`config.mk`:
```
export PLATFORM = sky130hd
export DESIGN_NAME = cv32e40x_bch_pred_ctrl
export DESIGN_NICKNAME = d
export VERILOG_FILES = /design/src/rtl/cv32e40x_bch_pred_ctrl.sv
export SDC_FILE = /design/constraint.sdc
export NUM_CORES = 1
export LEC_CHECK = 0
export ABC_CLOCK_PERIOD_IN_PS = 3050
export CORE_MARGIN = 2
export CORE_UTILIZATION = 35
export CTS_CLUSTER_DIAMETER = 100
export DETAILED_ROUTE_END_ITERATION = 8
export PLACE_DENSITY = 0.61
export RECOVER_POWER = 50
export SYNTH_ARGS = -nofsm -noshare
export SYNTH_HDL_FRONTEND = slang
export SYNTH_SLANG_ARGS = --single-unit
```
`constraint.sdc`:
```
create_clock -name clk -period 3.05 [get_ports clk]
set_input_delay 0.61 -clock clk [delete_from_list [all_inputs] [get_ports clk]]
set_output_delay 0.61 -clock clk [all_outputs]
set_load 0.01 [all_outputs]
```
`src/rtl/cv32e40x_bch_pred_ctrl.sv`:
```
// cv32e40x_bch_pred_ctrl
//   Dynamic branch-direction predictor controller for the ID stage.
//   A table of 2-bit saturating counters, indexed by pc[IDX_W:1], supplies the
//   taken/not-taken prediction for conditional branches in ID. After reset or
//   flush, an INIT phase writes CTR_INIT to every entry. Until that finishes,
//   lookups fall back to static backward-taken. EX resolutions train the
//   table. A saturating 16-bit counter tracks mispredicts.
//
//   Optional feature (macro CV32E40X_BCH_PRED_BYPASS_EN):
//     defined   - a same-cycle RUN update to the lookup index forwards the
//                 post-update counter to the prediction.
//     undefined - read-before-write; no bypass mux is built.
//
// Ports:
//   clk, rst             clock, synchronous active-high reset
//   flush_i              re-initialise the whole table
//   lookup_valid_i       ID holds a conditional branch
//   lookup_pc_i          PC of that branch
//   lookup_imm_sign_i    branch offset sign (static fallback)
//   bch_prediction_id_o  predicted taken (combinational)
//   pred_dynamic_o       prediction came from the table (combinational)
//   upd_valid_i          EX resolved a conditional branch
//   upd_pc_i             PC of the resolved branch
//   upd_taken_i          actual outcome
//   upd_mispredict_i     ID prediction was wrong
//   init_done_o          table valid (FSM in RUN), registered
//   mispred_cnt_o        saturating mispredict count, registered
module cv32e40x_bch_pred_ctrl #(
  parameter int unsigned BHT_DEPTH = 16,
  parameter logic [1:0]  CTR_INIT  = 2'b01
) (
  input  logic        clk,
  input  logic        rst,
  input  logic        flush_i,
  input  logic        lookup_valid_i,
  input  logic [31:0] lookup_pc_i,
  input  logic        lookup_imm_sign_i,
  output logic        bch_prediction_id_o,
  output logic        pred_dynamic_o,
  input  logic        upd_valid_i,
  input  logic [31:0] upd_pc_i,
  input  logic        upd_taken_i,
  input  logic        upd_mispredict_i,
  output logic        init_done_o,
  output logic [15:0] mispred_cnt_o
);

  localparam int unsigned IDX_W = $clog2(BHT_DEPTH);
  localparam logic [IDX_W-1:0] LAST_IDX = IDX_W'(BHT_DEPTH - 1);

  typedef enum logic {
    ST_INIT,
    ST_RUN
  } state_e;

  state_e           state_q;
  logic [IDX_W-1:0] init_ptr_q;
  logic             init_done_q;
  logic [15:0]      mispred_cnt_q;
  logic [1:0]       ctr_q [BHT_DEPTH];

  logic [IDX_W-1:0] lkp_idx;
  logic [IDX_W-1:0] upd_idx;
  logic             upd_en;
  logic [1:0]       upd_ctr_cur;
  logic [1:0]       upd_ctr_d;

  // Only pc[IDX_W:1] selects an entry; the remaining bits are unused.
  logic unused_pc;
  assign unused_pc = ^{lookup_pc_i[31:IDX_W+1], lookup_pc_i[0],
                       upd_pc_i[31:IDX_W+1], upd_pc_i[0]};

  assign lkp_idx = lookup_pc_i[IDX_W:1];
  assign upd_idx = upd_pc_i[IDX_W:1];

  // A flush in the same cycle wins over the update.
  assign upd_en = (state_q == ST_RUN) && upd_valid_i && !flush_i;

  always_comb begin
    upd_ctr_cur = ctr_q[upd_idx];
    upd_ctr_d   = upd_ctr_cur;
    if (upd_taken_i) begin
      if (upd_ctr_cur != 2'b11) upd_ctr_d = upd_ctr_cur + 2'b01;
    end else begin
      if (upd_ctr_cur != 2'b00) upd_ctr_d = upd_ctr_cur - 2'b01;
    end
  end

  // Control FSM with registered status outputs.
  always_ff @(posedge clk) begin
    if (rst) begin
      state_q       <= ST_INIT;
      init_ptr_q    <= '0;
      init_done_q   <= 1'b0;
      mispred_cnt_q <= '0;
    end else begin
      if (upd_valid_i && upd_mispredict_i && (mispred_cnt_q != '1)) begin
        mispred_cnt_q <= mispred_cnt_q + 16'd1;
      end
      case (state_q)
        ST_INIT: begin
          if (flush_i) begin
            init_ptr_q <= '0;
          end else if (init_ptr_q == LAST_IDX) begin
            init_ptr_q  <= '0;
            state_q     <= ST_RUN;
            init_done_q <= 1'b1;
          end else begin
            init_ptr_q <= init_ptr_q + IDX_W'(1);
          end
        end
        ST_RUN: begin
          if (flush_i) begin
            state_q     <= ST_INIT;
            init_ptr_q  <= '0;
            init_done_q <= 1'b0;
          end
        end
        default: begin
          state_q     <= ST_INIT;
          init_ptr_q  <= '0;
          init_done_q <= 1'b0;
        end
      endcase
    end
  end

  // Counter table: no reset, the INIT sweep writes every entry before RUN.
  always_ff @(posedge clk) begin
    if (!rst) begin
      if (state_q == ST_INIT) begin
        ctr_q[init_ptr_q] <= CTR_INIT;
      end else if (upd_en) begin
        ctr_q[upd_idx] <= upd_ctr_d;
      end
    end
  end

  always_comb begin
    bch_prediction_id_o = 1'b0;
    pred_dynamic_o      = 1'b0;
    if (lookup_valid_i) begin
      if (state_q == ST_RUN) begin
        pred_dynamic_o = 1'b1;
`ifdef CV32E40X_BCH_PRED_BYPASS_EN
        if (upd_en && (upd_idx == lkp_idx)) begin
          bch_prediction_id_o = upd_ctr_d[1];
        end else begin
          bch_prediction_id_o = ctr_q[lkp_idx][1];
        end
`else
        bch_prediction_id_o = ctr_q[lkp_idx][1];
`endif
      end else begin
        // Static backward-taken while the table is not yet valid.
        bch_prediction_id_o = lookup_imm_sign_i;
      end
    end
  end

  assign init_done_o   = init_done_q;
  assign mispred_cnt_o = mispred_cnt_q;

endmodule

```
Yosys cells after proc, flatten, opt, wreduce, memory -nomap -nowiden
Memory sizes are Yosys's and may differ from the RTL's.
Cells that the tools add are included.
{ "word_totals": {"rom_bits": 0, "latchBits": 0, "word_cells": 53, "mem_count": 1, "output_inout_bits": 19, "ram_bits": 32, "in_bits": 72, "reg_bits": 22} }
{ "op_classes": {"reduce_logical": 8, "n_mux": 29, "shifts": 0, "order_cmp": 0, "eq_ne": 6, "n_mul": 0, "n_addsub": 4, "div": 0, "n_bitwise": 1} }
{ "memory_table": {"columns": ["memory", "depth", "word_bits", "read_ports", "rd_ports_with_merged_regs", "write_ports", "line", "source"], "rows": [
  ["ctr_q", 16, 2, 2, 0, 1, "60", "logic [1:0] ctr_q [BHT_DEPTH];"]
]} }
{ "ops": {"columns": ["operator", "n"], "rows": [
  ["$mux W1", 18],
  ["$add A16 B1 Y16 const B", 1],
  ["$mux W4", 4],
  ["$ne A16 B16 Y1 const B", 1],
  ["$mux W2", 4],
  ["$ne A2 B2 Y1 const B", 4],
  ["$pmux W4 S2", 1],
  ["$add A4 B1 Y4 const B", 1],
  ["$eq A4 B4 Y1 const B", 1],
  ["$logic_and A1 B1 Y1", 4],
  ["$pmux W1 S2", 2],
  ["$reduce_and A3 Y1", 1],
  ["$add A2 B1 Y2 const B", 1],
  ["$reduce_bool A2 Y1", 1],
  ["$reduce_or A2 Y1", 1],
  ["$sub A2 B1 Y2 const B", 1],
  ["$logic_not A1 Y1", 1],
  ["$not A1 Y1", 1]
]} }

Logic depth before layout (Yosys ltp)
Gate-level depths: netlist of the first run.
{ "depth": {"word_depth": 8, "depth_mapped": 7, "ltp_nobuf": 6} }

Least setup slack after synthesis of the first run
OpenSTA, ideal clock, no wires.
{ "synth_timing": {"kind": "input port to output port", "start": "input port lookup_pc_i[1]", "end": "output port bch_prediction_id_o", "setup_slack_ns": 0.712, "arrival_ns": 1.728, "path_stages": 4, "required_ns": 2.440, "cell_sequence": "mux4_1 > mux4_2 > nand2_1 > nand2_1"} }
{ "synth_via": {"elab_chain_len": 3} }
{ "synth_rtl": {"columns": ["element", "line", "source"], "rows": [
  ["start: declaration", "36", "input logic [31:0] lookup_pc_i,"],
  ["$mem_v2 Z16 W2", null, null],
  ["$mux W1", "143", "if (state_q == ST_RUN) begin"],
  ["$mux W1", "142", "if (lookup_valid_i) begin"],
  ["end: declaration", "38", "output logic bch_prediction_id_o,"]
]} }
Every way passes these cells.

Worst setup path in the final report of the first run
{ "layout_timing": {"start": "input port upd_pc_i[1]", "end": "memory ctr_q[5][0], data pin"} }
{ "layout_via": {"elab_chain_len": 5, "word_cells_on_any_way": 9, "classes_between": "add/sub: 2; eq/ne: 1; mux: 4; reduce/logical: 1; memory: 1"} }
{ "layout_rtl": {"columns": ["element", "line", "source"], "rows": [
  ["start: declaration", "41", "input logic [31:0] upd_pc_i,"],
  ["$mem_v2 Z16 W2 *", null, null],
  ["$sub A2 B1 Y2, or another cell as far along", "85", "if (upd_ctr_cur != 2'b00) upd_ctr_d = upd_ctr_cur - 2'b01;"],
  ["$mux W2, on equally long branches", "85, 83", null],
  ["$mux W2 *", "82", "if (upd_taken_i) begin"],
  ["$mux W2 (no source line) *", null, null],
  ["end: declaration", "60", null]
]} }
Every way passes the cells marked *; elsewhere a longest branch is shown, timed or not.

==> results of run 1 <==
## Yosys cell counts, types with 2 or more instances
| master | count | area share, % |
|---|---|---|
| sky130_fd_sc_hd__xnor2_1 | 13 | 4.3 |
| sky130_fd_sc_hd__dfxtp_1 | 22 | 17 |
| sky130_fd_sc_hd__nand3_1 | 6 | 1.1 |
| sky130_fd_sc_hd__nor2b_1 | 3 | 0.71 |
| sky130_fd_sc_hd__mux4_1 | 8 | 7.9 |
| sky130_fd_sc_hd__a31oi_1 | 5 | 1.2 |
| sky130_fd_sc_hd__mux4_2 | 5 | 4.2 |
| sky130_fd_sc_hd__o21ai_1 | 2 | 0.38 |
| sky130_fd_sc_hd__nor2_1 | 44 | 6.2 |
| sky130_fd_sc_hd__nand2_1 | 17 | 2.4 |
| sky130_fd_sc_hd__edfxtp_1 | 32 | 36 |
| sky130_fd_sc_hd__clkbuf_1 | 5 | 0.71 |
| sky130_fd_sc_hd__a211oi_1 | 5 | 1.4 |
| sky130_fd_sc_hd__and3_1 | 6 | 1.4 |
| sky130_fd_sc_hd__nor3b_1 | 2 | 0.56 |
| sky130_fd_sc_hd__a21oi_1 | 8 | 1.5 |
| sky130_fd_sc_hd__ha_1 | 2 | 0.94 |
| sky130_fd_sc_hd__nor4_1 | 4 | 0.94 |
| sky130_fd_sc_hd__buf_2 | 3 | 0.56 |
| sky130_fd_sc_hd__nand4_1 | 3 | 0.71 |
| sky130_fd_sc_hd__nand4b_1 | 3 | 0.99 |
| sky130_fd_sc_hd__inv_1 | 4 | 0.56 |
| sky130_fd_sc_hd__nor3_1 | 7 | 1.3 |
| sky130_fd_sc_hd__a22oi_1 | 2 | 0.56 |
| sky130_fd_sc_hd__xor2_1 | 3 | 0.99 |
| sky130_fd_sc_hd__mux2i_1 | 3 | 1.1 |
## power breakdown
group / total (mW) / internal [mW] / switching [mW]
clock: 0.455 / 0.235 / 0.220
combinational: 0.0893 / 0.0443 / 0.0450
sequential: 0.771 / 0.768 / 0.00371
total: 1.32 / 1.05 / 0.269
## layout make-up
class / count / share of cell area (%)
Sequential cell: 54 / 43.1
Multi-Input combinational cell: 164 / 36.5
Timing Repair Buffer: 45 / 12.8
Tap cell: 99 / 3.81
Clock buffer: 8 / 3.42
Inverter: 4 / 0.462
## routing by layer
layer | part of all wire, % | GRT usage, % | routed length, um | vias to the layer above
li1 | - | - | - | 945
met1 | 45 | 16.8 | 2490 | 926
met2 | 49 | 23.6 | 2750 | 56
met3 | 4.5 | 3.24 | 251 | 9
met4 | 1.6 | 5.68 | 91 | 0
met5 | 0 | 0 | 0 | -
## registers in the layout, indices dropped and copies added (netlist names)
name / count
ctr_q: 32
init_done_o: 1
state_q: 1
mispred_cnt_o: 16
init_ptr_q: 4
## cell usage in the layout (no fill, tap or decap), types with 2 or more instances in the layout
master                            netlist  final
sky130_fd_sc_hd__clkbuf_8               0      6
sky130_fd_sc_hd__dlygate4sd3_1          0     20
sky130_fd_sc_hd__clkdlybuf4s50_1        0     11
sky130_fd_sc_hd__nor3b_1                2      2
sky130_fd_sc_hd__nand4_1                3      3
sky130_fd_sc_hd__dfxtp_1               22     22
sky130_fd_sc_hd__nor2_1                44     44
sky130_fd_sc_hd__buf_4                  0     10
sky130_fd_sc_hd__clkbuf_1               5      2
sky130_fd_sc_hd__mux4_1                 8      6
sky130_fd_sc_hd__nand2_1               17     17
sky130_fd_sc_hd__a211oi_1               5      5
sky130_fd_sc_hd__nor2b_1                3      3
sky130_fd_sc_hd__and3_1                 6      6
sky130_fd_sc_hd__edfxtp_1              32     32
sky130_fd_sc_hd__a31oi_1                5      5
sky130_fd_sc_hd__nor3_1                 7      7
sky130_fd_sc_hd__nand3_1                6      6
sky130_fd_sc_hd__mux4_2                 5      7
sky130_fd_sc_hd__inv_1                  4      4
sky130_fd_sc_hd__xor2_1                 3      3
sky130_fd_sc_hd__mux2i_1                3      3
sky130_fd_sc_hd__xnor2_1               13     13
sky130_fd_sc_hd__nand4b_1               3      3
sky130_fd_sc_hd__ha_1                   2      2
sky130_fd_sc_hd__nor4_1                 4      4
sky130_fd_sc_hd__a21oi_1                8      8
sky130_fd_sc_hd__a22oi_1                2      2
## worst max-delay path: stages
cell and delay [ns]:
sky130_fd_sc_hd__clkdlybuf4s50_1 0.45, sky130_fd_sc_hd__buf_4 0.17, sky130_fd_sc_hd__mux4_1 0.59, sky130_fd_sc_hd__nand2_1 0.12, sky130_fd_sc_hd__and4_1 0.23, sky130_fd_sc_hd__a21oi_1 0.08, sky130_fd_sc_hd__o21ai_2 0.50
## final timing paths
kind                                    to  slack, ns                startpoint  cells after the start
setup / recovery     ctr_q[5][0]$_DFFE_PP_       0.31               upd_pc_i[1]                      7
hold / removal    init_done_o$_SDFFE_PP0P_       0.49  init_done_o$_SDFFE_PP0P_                      2
setup reg to reg     ctr_q[5][0]$_DFFE_PP_       0.92    ctr_q[10][0]$_DFFE_PP_                      5
hold reg to reg   init_done_o$_SDFFE_PP0P_       0.49  init_done_o$_SDFFE_PP0P_                      2
## through the flow
step           setup slack [ns]  TNS, ns  util, %
2_1_floorplan             0.712        0        -
3_3_place_gp             -0.511    -5.77     43.3
3_5_place_dp             -0.492    -6.69     43.3
4_1_cts                  0.0103        0     44.7
5_1_grt                   0.160        0     44.6
6_report                  0.305        0     44.6
## what timing repair did
action                                  CTS  global route
hold buffers                              0             0
gates resized for setup                   9             1
endpoints found under the setup margin   17             1
## kinds of logic after synthesis
logic type / Yosys count / share of synthesized area [%]
compound gates: 27 / 6.92
xor+xnor: 16 / 5.27
simple gates: 103 / 18.6
fa+ha+maj: 2 / 0.941
mux: 16 / 13.3
flops: 54 / 52.7
buf+inv: 13 / 2.26
==> flow_results.org, run 1 <==
** Worst setup path
- Data arrives at the worst endpoint at 2.76 ns.
- STA classifies the critical path startpoint as an input port.
- Top fanout value on the critical path :: 16
- Critical Path RT :: 3.07 ns
- STA classifies the critical path endpoint as a flip-flop.
- The critical path in this run is classified as in -> reg.

** CTS
- TritonCTS built the clock tree.
- Reg clk slew, reported paths :: 0.10 ns
- CTS built an H-tree with a depth of 2.
- The clock passes through at most 2 buffers.
- Sink count of the clock tree :: 54
- Cell at the root of the clock tree :: sky130_fd_sc_hd__clkbuf_8
- Post CTS Setup Buffer Count :: 0
- Clock Latency Late Sink :: 0.31 ns
- The number of clock buffers added by TritonCTS is 5.

** Logic synthesis
- Number of flops mapped to enable cells by yosys :: 32
- Synthesis inferred 54 register bits.
- Share of synthesized area occupied by flip-flops and latches :: 52.7%
- Number of warnings issued by yosys :: 0
- Summed instance area of the synthesized netlist :: 0.00266 mm2
- Synthesis produced 231 cells.
- Net Count, Synth :: 305
- In this run, distinct cell masters in the synthesized netlist total 40.
- Most instantiated flip-flop cell in the synthesis netlist :: sky130_fd_sc_hd__edfxtp_1
- Mean post-synth cell area :: 11.5 um2
- Share of synthesized flip-flops with an asynchronous set or reset :: 0%

** Final layout
- Final antenna diode count :: 0
- Post-layout instance count excluding filler cells :: 374
- Share of final-layout standard cells stronger than drive strength 1 :: 10.5%
- # fillers :: 716
- Once layout is done, the placed cells without fillers occupy 0.00325 mm2.
- Final-stage net count :: 348
- Area of the multi-input gates :: 0.00119 mm2
- Synth-to-Final Area Change :: 22.4%
- Sequential Area :: 0.00140 mm2

** Timing
- Setup violations remaining at the end of the flow were counted as 0.
- The number of pins exceeding their max-slew limit in the final report is 0.
- Headroom to the max-slew limit came out at 39.0%.
- Max Clk Rate :: 364 MHz
- Hold is met by 0.491 ns.
- For the finished layout, the period the worst path requires is 2.74 ns.
- Between clock sinks in the finished design, the worst skew comes to 0.0150 ns.
- Setup repair after global routing left no endpoint under its margin.
- Of the available clock period, the critical path in the final layout requires 90.0%.
- Final Hold Vio Count :: 0
- For the pin with the worst max-slew slack, the measured transition is 0.915 ns.

** Power and ir drop
- Maximum vdd drop :: 0.149 mV
- Static leakage :: 1.21 nW
- Design Power :: 1.32 mW
- For this design the ratio of total power to cell area is 404 mW/mm2.

** Floorplan
- Area of the die :: 0.00831 mm2
- During I/O placement, the number of pins put on the boundary was 91.
- The die is 91.1 um tall.
- The core region is 0.00729 mm2.
- Die boundary width :: 91.1 um
- In this run the core area contains 31 standard-cell rows.
- For this configuration, the core starts out at a cell density of 36.4%.

** Detailed routing
- In the routed design, unresolved DRC markers number 0.
- After detailed routing, the average wire length per cell comes to 14.9 um.
- In this run the remaining antenna-violating nets after routing total 0.
- DRT iter0 DRCs :: 92
- Detailed routing inserted a total of 1936 vias.
- The final layout contains routed wiring with a total length of 5.58 mm.
- The first detailed-routing pass ran for 4 iterations.
- After detailed routing, the number of vias per cell comes to 5.18.

** Placed design
- Cell count after placement :: 366
- HPWL reported at the end of detailed placement :: 4.03 mm
- At the end of routability-driven placement, the weighted congestion stood at 0.767.
- Cell area reported after detailed placement :: 0.00316 mm2
- Input and output buffers added on the ports amount to 34.

** Global routing
- Largest net degree at the start of global routing :: 21
- Via count of the first global-routing pass :: 1917
- The first global-routing pass estimated 9.09 mm of wire.
- Total routing resource utilization after global routing :: 13.8%
- Initial antenna violation count :: 0
- Congestion Overflow GR :: 0

** Hold path
- The tightest min-delay check is of the reg -> reg type.

** Status
- The run finished with clean final reports.

** Flow run
- Count of maximum capacitance violations :: 0
(Power assumes the default switching activity.)
==> inputs of run 2 (changes only) <==
Settings changed: CTS_CLUSTER_SIZE from default to 28, TNS_END_PERCENT from default to 30.
==> results of run 2 <==
No change in the layout: final DEF, timing and power equal those of run 1.
